==> config.mk <==
export PLATFORM = sky130hd
export DESIGN_NAME = serial_subtractor
export DESIGN_NICKNAME = d
export VERILOG_FILES = /design/src/rtl/serial_subtractor.sv
export SDC_FILE = /design/constraint.sdc
export NUM_CORES = 1
export LEC_CHECK = 0
export BUFFER_PORTS_ARGS = -buffer_cell sky130_fd_sc_hd__buf_4
export CAP_MARGIN = 25
export CELL_PAD_IN_SITES_DETAIL_PLACEMENT = 1
export CELL_PAD_IN_SITES_GLOBAL_PLACEMENT = 2
export CORE_ASPECT_RATIO = 1.1
export CORE_MARGIN = 2
export CORE_UTILIZATION = 35
export CTS_BUF_LIST = sky130_fd_sc_hd__clkbuf_8
export CTS_CLUSTER_SIZE = 30
export DETAILED_ROUTE_END_ITERATION = 8
export PLACE_DENSITY = 0.87
export RECOVER_POWER = 50
export SYNTH_ARGS = -nofsm -noshare
export SYNTH_HDL_FRONTEND = slang
export SYNTH_SLANG_ARGS = --single-unit
==> constraint.sdc <==
create_clock -name CLK -period 2 [get_ports CLK]
set_input_delay 0.2 -clock CLK [delete_from_list [all_inputs] [get_ports CLK]]
set_output_delay 0.2 -clock CLK [all_outputs]
set_load 0.1 [all_outputs]
==> src/rtl/serial_subtractor.sv <==
// Bit-serial subtractor: DIFF = A - B, one bit per clock LSB first, with a
// registered borrow chain and registered DIFF/BORROW/OVF/BUSY/DONE outputs.
module serial_subtractor #(
    parameter int SIZE = 8
) (
    input  logic            CLK,
    input  logic            RST,
    input  logic            START,
    input  logic [SIZE-1:0] A,
    input  logic [SIZE-1:0] B,
    output logic [SIZE-1:0] DIFF,
    output logic            BORROW,
    output logic            OVF,
    output logic            BUSY,
    output logic            DONE
);

    localparam int CNT_W = $clog2(SIZE) + 1;
    localparam logic [CNT_W-1:0] LAST_CNT = CNT_W'(SIZE - 1);

    typedef enum logic [1:0] {
        ST_IDLE  = 2'b00,
        ST_SHIFT = 2'b01,
        ST_HOLD  = 2'b10
    } state_t;

    state_t            state_r;
    state_t            state_next_s;
    logic [SIZE-1:0]   sa_r;
    logic [SIZE-1:0]   sb_r;
    logic [SIZE-1:0]   sd_r;
    logic              br_r;
    logic [CNT_W-1:0]  count_r;
    logic              a_msb_r;
    logic              b_msb_r;

    logic              bit_a_s;
    logic              bit_b_s;
    logic              d_s;
    logic              br_next_s;
    logic              last_s;
    logic [SIZE-1:0]   sd_next_s;

    // One full-subtractor slice on the current LSBs of the operand registers.
    always_comb begin
        bit_a_s   = sa_r[0];
        bit_b_s   = sb_r[0];
        d_s       = bit_a_s ^ bit_b_s ^ br_r;
        br_next_s = (~bit_a_s & bit_b_s) | (~(bit_a_s ^ bit_b_s) & br_r);
        last_s    = (count_r == LAST_CNT);
        sd_next_s = {d_s, sd_r[SIZE-1:1]};
    end

    // Next-state logic; an unused encoding falls back to IDLE.
    always_comb begin
        state_next_s = state_r;
        case (state_r)
            ST_IDLE: begin
                if (START) begin
                    state_next_s = ST_SHIFT;
                end else begin
                    state_next_s = ST_IDLE;
                end
            end
            ST_SHIFT: begin
                if (last_s) begin
                    state_next_s = ST_HOLD;
                end else begin
                    state_next_s = ST_SHIFT;
                end
            end
            ST_HOLD: begin
                if (START) begin
                    state_next_s = ST_HOLD;
                end else begin
                    state_next_s = ST_IDLE;
                end
            end
            default: begin
                state_next_s = ST_IDLE;
            end
        endcase
    end

    // State register with BUSY/DONE registered from the next state.
    always_ff @(posedge CLK) begin
        if (RST) begin
            state_r <= ST_IDLE;
            BUSY    <= 1'b0;
            DONE    <= 1'b0;
        end else begin
            state_r <= state_next_s;
            BUSY    <= (state_next_s == ST_SHIFT);
            DONE    <= (state_next_s == ST_HOLD);
        end
    end

    // Operand load, shift datapath and result registers.
    always_ff @(posedge CLK) begin
        if (RST) begin
            sa_r    <= '0;
            sb_r    <= '0;
            sd_r    <= '0;
            br_r    <= 1'b0;
            count_r <= '0;
            a_msb_r <= 1'b0;
            b_msb_r <= 1'b0;
            DIFF    <= '0;
            BORROW  <= 1'b0;
            OVF     <= 1'b0;
        end else begin
            case (state_r)
                ST_IDLE: begin
                    if (START) begin
                        sa_r    <= A;
                        sb_r    <= B;
                        sd_r    <= '0;
                        br_r    <= 1'b0;
                        count_r <= '0;
                        a_msb_r <= A[SIZE-1];
                        b_msb_r <= B[SIZE-1];
                    end
                end
                ST_SHIFT: begin
                    sa_r    <= {1'b0, sa_r[SIZE-1:1]};
                    sb_r    <= {1'b0, sb_r[SIZE-1:1]};
                    sd_r    <= sd_next_s;
                    br_r    <= br_next_s;
                    count_r <= count_r + CNT_W'(1);
                    // The final d is the result MSB, so it feeds the overflow test.
                    if (last_s) begin
                        DIFF   <= sd_next_s;
                        BORROW <= br_next_s;
                        OVF    <= (a_msb_r ^ b_msb_r) & (d_s ^ a_msb_r);
                    end
                end
                ST_HOLD: begin
                    sa_r <= sa_r;
                end
                default: begin
                    sa_r    <= '0;
                    sb_r    <= '0;
                    sd_r    <= '0;
                    br_r    <= 1'b0;
                    count_r <= '0;
                    a_msb_r <= 1'b0;
                    b_msb_r <= 1'b0;
                    DIFF    <= '0;
                    BORROW  <= 1'b0;
                    OVF     <= 1'b0;
                end
            endcase
        end
    end

endmodule

==> key figures, run 1 <==
CTS
  – Root buf cell: clkbuf_8
  – Post-CTS sizing: 0
  – CTS Buf Count: 5
  – Postcts setup bufs: 0
  – CTS tree: yes
  – CTS clock-pin slew for the worst setup and hold paths: 0.08 ns
  – Clk sinks: 44
  – Clk buf depth: 2
  – CTS HTree Levels: 2
  – Clock Latency Late Sink: 0.30 ns
  – Cts hold-fix bufs: 0

Synth
  – Synth warn: 0
  – Sequential area share after synthesis: 43.27%
  – Largest family of logic cells by synthesized area: compound AO/OA/AOI/OAI gates
  – Synth Instances: about 230
  – Area share of the largest cell type after synthesis: between 40% and 50%
  – Syn_nets: about 260
  – Adder-cell area share of the yosys netlist: 4.057%
  – Mux contribution to synthesized area: 0%
  – Leading area contributor after synthesis: dfxtp_1
  – Synth unique cells: 33
  – Simple-Gate Fraction of Synth Area: 19.36%
  – Synth Area in Compound Gates: a little over a quarter
  – Post-Syn Area: 2036 sq um
  – Syn avg cell area: 8.813 sq um
  – Synth Area in XOR/XNOR: 0%
  – Synth area leaders: dfxtp_1 (43%), a21oi_1 (7.4%), o21ai_0 (6.9%), a22oi_1 (5.5%), nand4b_1 (4.3%)
  – Flops & latches, synth: between 40 and 50

Floorplanning
  – Die ar.: 6443 sq um
  – Chip width: 76.72 um
  – Row count: 29
  – Initial core utilization: 35.73%
  – I/O Pins: 31
  – Core area: between 5000 and 6000 sq um
  – Height of the die: 83.99 um

STA
  – Final worst path period need: 1.782 ns
  – Setup_tns: 0 ns
  – Slew @ Worst Pin: 1.172 ns
  – Slew HR: 22.18%
  – Final Hold Viols: 0
  – Tcrit/Tclk final: 89.08%
  – Max-slew violation total from the final report: 0
  – Fmax: 0.5613 GHz
  – Final setup margin: roughly 0.22 ns
  – Endpoints failing setup: 0
  – RSZ-0062 raised after global routing: false
  – Worst Clk Skew: 0.005112 ns

Critical path
  – Top Family by Delay on Critical Path: buffers and inverters
  – Crit path max-delay cell type: ha_1
  – Buf/Inv on CP: 2
  – RR Startpoint: state_r[0]$_SDFF_PP0_
  – WS Path Type: reg -> reg
  – Critical Path Start Type: flip-flop
  – Most frequent CP cell: and2_1
  – Max Fanout on Critical Path: 15
  – Crit. End Element: flip-flop
  – Cell chain of the critical path: inv_1 -> ha_1 -> clkbuf_1 -> and2_1 -> o21a_1 -> and2_1
  – Max stage delay on crit path: 0.44 ns
  – Critical path arrival: 2.03 ns
  – Critical Path RT: 2.25 ns
  – Crit. Startpoint: state_r[0]$_SDFF_PP0_

Detailed routing
  – Drt first-iter violations: 102
  – Total wire length: 4889 um
  – DRC: 0
  – DR vias/cell: 5.398
  – Via count: around 1800
  – Routed wire per std cell: approximately 15 um
  – Post-DRT Antenna Nets: 0
  – Detailed-router iteration count before antenna repair: 4

Finish
  – Synth-to-Final Area Change: 17.27%
  – Antenna diode count: 0
  – Layout cell share with drive strength beyond 1: 17.25%
  – # fillers: 709
  – Nets: 279

Place
  – DP Worst Slack: 0.2519 ns
  – GPL Wtd Cong: 0.7802
  – Detail Placement HPWL: 3185 um
  – Number of port buffers: 30

Global route
  – Global-route wire length before repair: 8431 um
  – Pin count of the biggest net entering global routing: 54
  – Overall Global Routing Usage: ~16%
  – Vias in the first global route: 1745
  – GRT overflow: 0
  – Initial antenna violation count: 0

Outcome
  – Status: complete, no violations

Hold path
  – Hold/Removal Path Class: in -> reg
  – HP Start: B[7]

Power and ir drop
  – Worst vdd ir: 0.4458 mV
  – Pwr Density: 724.3 nW/um^2
  – Leakage power: 0.8859 nW

Run
  – Max Cap Viol: 0
[cells in the final DEF (no fill, tap or decap), types with 2 or more instances in the layout]
master,synthesis,routed
clkbuf_8,0,6
and3b_1,2,2
nor2b_1,2,2
and2_1,2,2
nor3_1,2,2
o21ai_0,28,28
o32ai_1,10,10
nand2_1,4,4
clkbuf_1,18,3
or3_1,14,14
nand4b_1,10,10
clkbuf_2,0,11
inv_1,11,13
buf_4,1,24
a22oi_1,15,15
ha_1,5,5
nor2_1,4,4
dfxtp_1,44,44
nand2b_1,11,11
or4b_1,2,2
a21oi_1,30,30
[registers in the layout, summed over array words and instances, names as in the netlist]
signal	cells
DONE	1
sa_r	8
sb_r	8
BUSY	1
b_msb_r	1
a_msb_r	1
state_r	2
count_r	4
br_r	1
OVF	1
BORROW	1
DIFF	8
sd_r	7
[synthesized netlist by cell type]
| library cell | n |
|---|---|
| a211o_1 | 1 |
| a21boi_2 | 1 |
| a21oi_1 | 30 |
| a22oi_1 | 15 |
| a32o_1 | 1 |
| and2_1 | 2 |
| and3b_1 | 2 |
| and4b_1 | 1 |
| buf_2 | 3 |
| buf_4 | 1 |
| buf_6 | 1 |
| clkbuf_1 | 18 |
| dfxtp_1 | 44 |
| fa_1 | 1 |
| ha_1 | 5 |
| inv_1 | 11 |
| nand2_1 | 4 |
| nand2b_1 | 11 |
| nand3_1 | 1 |
| nand3b_1 | 1 |
| nand4b_1 | 10 |
| nor2_1 | 4 |
| nor2b_1 | 2 |
| nor2b_2 | 1 |
| nor3_1 | 2 |
| nor4b_1 | 1 |
| o21a_1 | 1 |
| o21ai_0 | 28 |
| o31ai_1 | 1 |
| o32ai_1 | 10 |
| or3_1 | 14 |
| or4_1 | 1 |
| or4b_1 | 2 |
[metrics by stage]
step | hold slack (ns) | instances | cell area [sq um] | util (%) | power, mW
finish | 0.1981 | 332 | 2387 | 41.91 | 1.729
global route | 0.1929 | 332 | 2387 | 41.91 | 1.813
CTS | 0.1930 | 332 | 2426 | 42.59 | 1.747
detailed placement | 0.4697 | 324 | 2336 | 41.01 | 1.176
global placement | 0.4622 | 324 | 2336 | 41.01 | 1.171
floorplan | 0.3405 | 231 | 2036 | - | 1.098
[where the power goes]
part / internal, mW / switching [mW]
Clock: 0.272 / 0.306
Sequential: 0.907 / 0.0159
Combinational: 0.0981 / 0.131
Total: 1.28 / 0.452
[area by class of cell]
cell class | count | area [sq um] | area share [%]
clock buffers | 6 | 82.58 | 3.459
clock inverters | 2 | 7.507 | 0.3145
inverters | 11 | 41.29 | 1.730
multi-input cells | 153 | 1012 | 42.40
flip-flops and latches | 44 | 880.8 | 36.90
well taps | 77 | 96.34 | 4.036
repair buffers | 39 | 266.5 | 11.16
[cell families (layout without fill, tap and decap cells)]
family	Yosys count	count (layout)
simple gates	59	59
compound gates	88	88
fa+ha+maj	6	6
buf+inv	34	58
flops	44	44
[path summary, 6_finish.rpt]
path	cells past startpoint	slack, ns	to
worst max-delay path	6	0.22	DONE$_SDFF_PP0_
worst min-delay path	3	0.20	sb_r[7]$_SDFFE_PP0P_
worst max register to register	6	0.22	DONE$_SDFF_PP0_
worst min register to register	2	0.48	sb_r[7]$_SDFFE_PP0P_
[worst register-to-register path: cells and delay by family, from the launching register on]
family                   cells  cell delay (ns)
buffers and inverters        2             0.50
flip-flops                   1             0.33
AND/OR/NAND/NOR              2             0.33
adder cells (fa/ha/maj)      1             0.44
AO/OA/AOI/OAI                1             0.12
[routing by layer]
| layer | global-route usage (%) | wire length [um] |
|---|---|---|
| met5 | 0 | 0 |
| met4 | 5.455 | 80 |
| met3 | 3.247 | 146 |
| met2 | 27.03 | 2328 |
| met1 | 20.17 | 2334 |
Note: power is estimated with default switching activity, not from simulation.
==> run 2, diff against run 1 <==
==> constraint.sdc (replaced) <==
create_clock -name CLK -period 2 [get_ports CLK]
set_input_delay 0.5 -clock CLK [delete_from_list [all_inputs] [get_ports CLK]]
set_output_delay 0.5 -clock CLK [all_outputs]
set_load 0.1 [all_outputs]
==> run 2 against run 1 <==
Effect of this change:
- clock skew down 0.0018 ns
- die area unchanged
- cell count up 0.30%
- critical path depth down 1
- worst setup slack better by 0.021 ns
- via count up 1.8%
- combinational power about the same
- first-iteration DRC count down 38%
- sequential power about the same
- clock-buffer cell count unchanged
- critical endpoint is now sd_r[7]$_SDFFE_PP0P_
- highest routed layer unchanged
==> key figures, run 2 (same netlist as run 1, synthesis figures left out) <==
Outcome
  – Status: complete, no violations

Power and ir drop
  – Int Pwr: 1.282 mW (+0.42%)
  – Worst vdd ir: 0.2711 mV (-39%)
  – Logic pwr share: 13.3% (about the same)
  – Leakage power: 0.8867 nW (+0.10%)
  – Pwr Density: 723.2 nW/um^2 (-0.16%)
  – Clock power frac: 33.4% (about the same)
  – Switch share: 25.96% (-0.20 points)
  – Sequential cell fraction of total power: 53.3% (about the same)
  – Switching power: 0.4497 mW (-0.61%)
  – Total Power: 1.732 mW (+0.15%)

Floorplanning
  – Initial core utilization: 35.73% (unchanged)
  – I/O Pins: 31 (unchanged)
  – Height of the die: 83.99 um (unchanged)
  – Chip width: 76.72 um (unchanged)
  – Row count: 29 (unchanged)
  – Die ar.: 6443 sq um (unchanged)
  – Core area: 5697 sq um (unchanged)

Finish
  – Antenna diode count: 0 (unchanged)
  – Post-Route Utilization: 42.04% (+0.13 points)
  – Top flop regs: DIFF (8), sa_r (8), sb_r (8)
  – Nets: 280 (+0.36%)
  – Commonest non-fill, non-tap cell in the layout: dfxtp_1
  – Layout cell share with drive strength beyond 1: 18.36% (+1.1 points)
  – # fillers: 700 (-1.3%)
  – Commonest non-fill, non-tap cells in the layout: dfxtp_1 (44), a21oi_1 (30), o21ai_0 (28)
  – Fin area: 2395 sq um (+0.31%)
  – Synth-to-Final Area Change: 17.64%

Detailed routing
  – DR vias/cell: 5.480 (+1.5%)
  – Via count: 1825 (+1.8%)
  – Post-DRT Antenna Nets: 0 (unchanged)
  – DRC: 0 (unchanged)
  – Drt first-iter violations: 63 (-38%)
  – Total wire length: 4923 um (+0.70%)
  – Routed wire per std cell: 14.78 um (+0.39%)
  – Detailed-router iteration count before antenna repair: 4 (unchanged)

Critical path
  – Max Fanout on Critical Path: 15 (unchanged)
  – Critical Path Start Type: flip-flop
  – WS Path Type: reg -> reg
  – Critical Path RT: 2.23 ns (-0.02 ns)
  – Critical path arrival: 1.99 ns (-0.04 ns)
  – Crit. End Element: flip-flop

Global route
  – Vias in the first global route: 1827 (+4.7%)
  – Overall Global Routing Usage: 16.00% (about the same)
  – GRT overflow: 0 (unchanged)
  – Initial antenna violation count: 0 (unchanged)
  – Pin count of the biggest net entering global routing: 47 (-13%)
  – Global-route wire length before repair: 8493 um (+0.74%)

Place
  – Number of port buffers: 30 (unchanged)
  – Detail Placement HPWL: 3270 um (+2.7%)
  – DP Worst Slack: 0.2642 ns (+0.01230 ns)
  – GPL Wtd Cong: 0.7764 (-0.49%)
  – Placed Area: 2344 sq um (+0.32%)

STA
  – Final setup margin: 0.2394 ns (+0.02098 ns)
  – Tcrit/Tclk final: 88.03% (-1.0 points)
  – Fmax: 0.5680 GHz (+1.2%)
  – Slew @ Worst Pin: 0.5448 ns (-0.6275 ns)
  – Max-slew violation total from the final report: 0 (unchanged)
  – Final Hold Viols: 0 (unchanged)
  – Endpoints failing setup: 0 (unchanged)
  – Setup_tns: 0 ns (unchanged)
  – Worst Clk Skew: 0.003315 ns (-0.001797 ns)
  – Slew HR: 63.84% (+42 points)
  – Final worst path period need: 1.761 ns (-0.02098 ns)
  – RSZ-0062 raised after global routing: false

Run
  – Max Cap Viol: 0 (unchanged)

CTS
  – Clock Latency Late Sink: 0.29 ns (about the same)
  – CTS clock-pin slew for the worst setup and hold paths: 0.08 ns (about the same)
  – CTS tree: yes
  – CTS HTree Levels: 2 (unchanged)
  – Post-CTS sizing: 0 (unchanged)
  – Cts hold-fix bufs: 0 (unchanged)
  – Root buf cell: clkbuf_8
  – Clk buf depth: 2 (unchanged)
  – Postcts setup bufs: 0 (unchanged)
  – CTS Buf Count: 5 (unchanged)
  – Clk sinks: 44 (unchanged)

Hold path
  – Hold/Removal Path Class: reg -> reg
run 2: cell types whose count changed in the layout (fill, tap and decap cells not counted):
cell,before,now
inv_1,13,11
clkinv_2,0,2
clkbuf_2,11,12
run 2: metal layers:
layer / GRT usage (%) / share of wire (%) / up-vias
li1: - / - / 897
met2: 27.91 / 50 / 33
met5: 0 / 0 / -
met4: 4.463 / 0.69 / 0
met1: 19.80 / 46 / 891
met3: 3.355 / 3.4 / 4
run 2: final cells by class:
| cell class | instances | area [sq um] | share of cell area (%) |
|---|---|---|---|
| well taps | 77 | 96.34 | 4.023 |
| flip-flops and latches | 44 | 880.8 | 36.78 |
| clock buffers | 6 | 82.58 | 3.448 |
| inverters | 11 | 41.29 | 1.724 |
| clock inverters | 2 | 10.01 | 0.4180 |
| repair buffers | 40 | 271.5 | 11.34 |
| multi-input cells | 153 | 1012 | 42.27 |
run 2: worst max-delay path, stage by stage, from the launching register on:
cell and delay, ns:
dfxtp_1 0.37, inv_1 0.07, ha_1 0.34, buf_4 0.24
or4b_1 0.53, a21oi_1 0.14
run 2: final timing paths:
check | startpoint | endpoint | slack, ns | depth (start not counted)
max | state_r[0]$_SDFF_PP0_ | sd_r[7]$_SDFFE_PP0P_ | 0.24 | 5
min | sa_r[0]$_SDFFE_PP0P_ | sa_r[0]$_SDFFE_PP0P_ | 0.48 | 2
max reg2reg | state_r[0]$_SDFF_PP0_ | sd_r[7]$_SDFFE_PP0P_ | 0.24 | 5
min reg2reg | sa_r[0]$_SDFFE_PP0P_ | sa_r[0]$_SDFFE_PP0P_ | 0.48 | 2
run 2: power groups by stage:
stage / logic, mW / clock network [mW] / registers, mW
3_3_place_gp: 0.231 / 0 / 0.943
4_1_cts: 0.235 / 0.607 / 0.923
2_1_floorplan: 0.147 / 0 / 0.951
3_5_place_dp: 0.235 / 0 / 0.944
6_report: 0.230 / 0.578 / 0.923
5_1_grt: 0.259 / 0.643 / 0.927
run 2: metrics by stage:
step	cells	hold WS (ns)
final	333	0.4774
after global routing	333	0.5040
after CTS	333	0.4756
after detailed placement	325	0.4701
after global placement	325	0.4612
after floorplan	231	0.4496
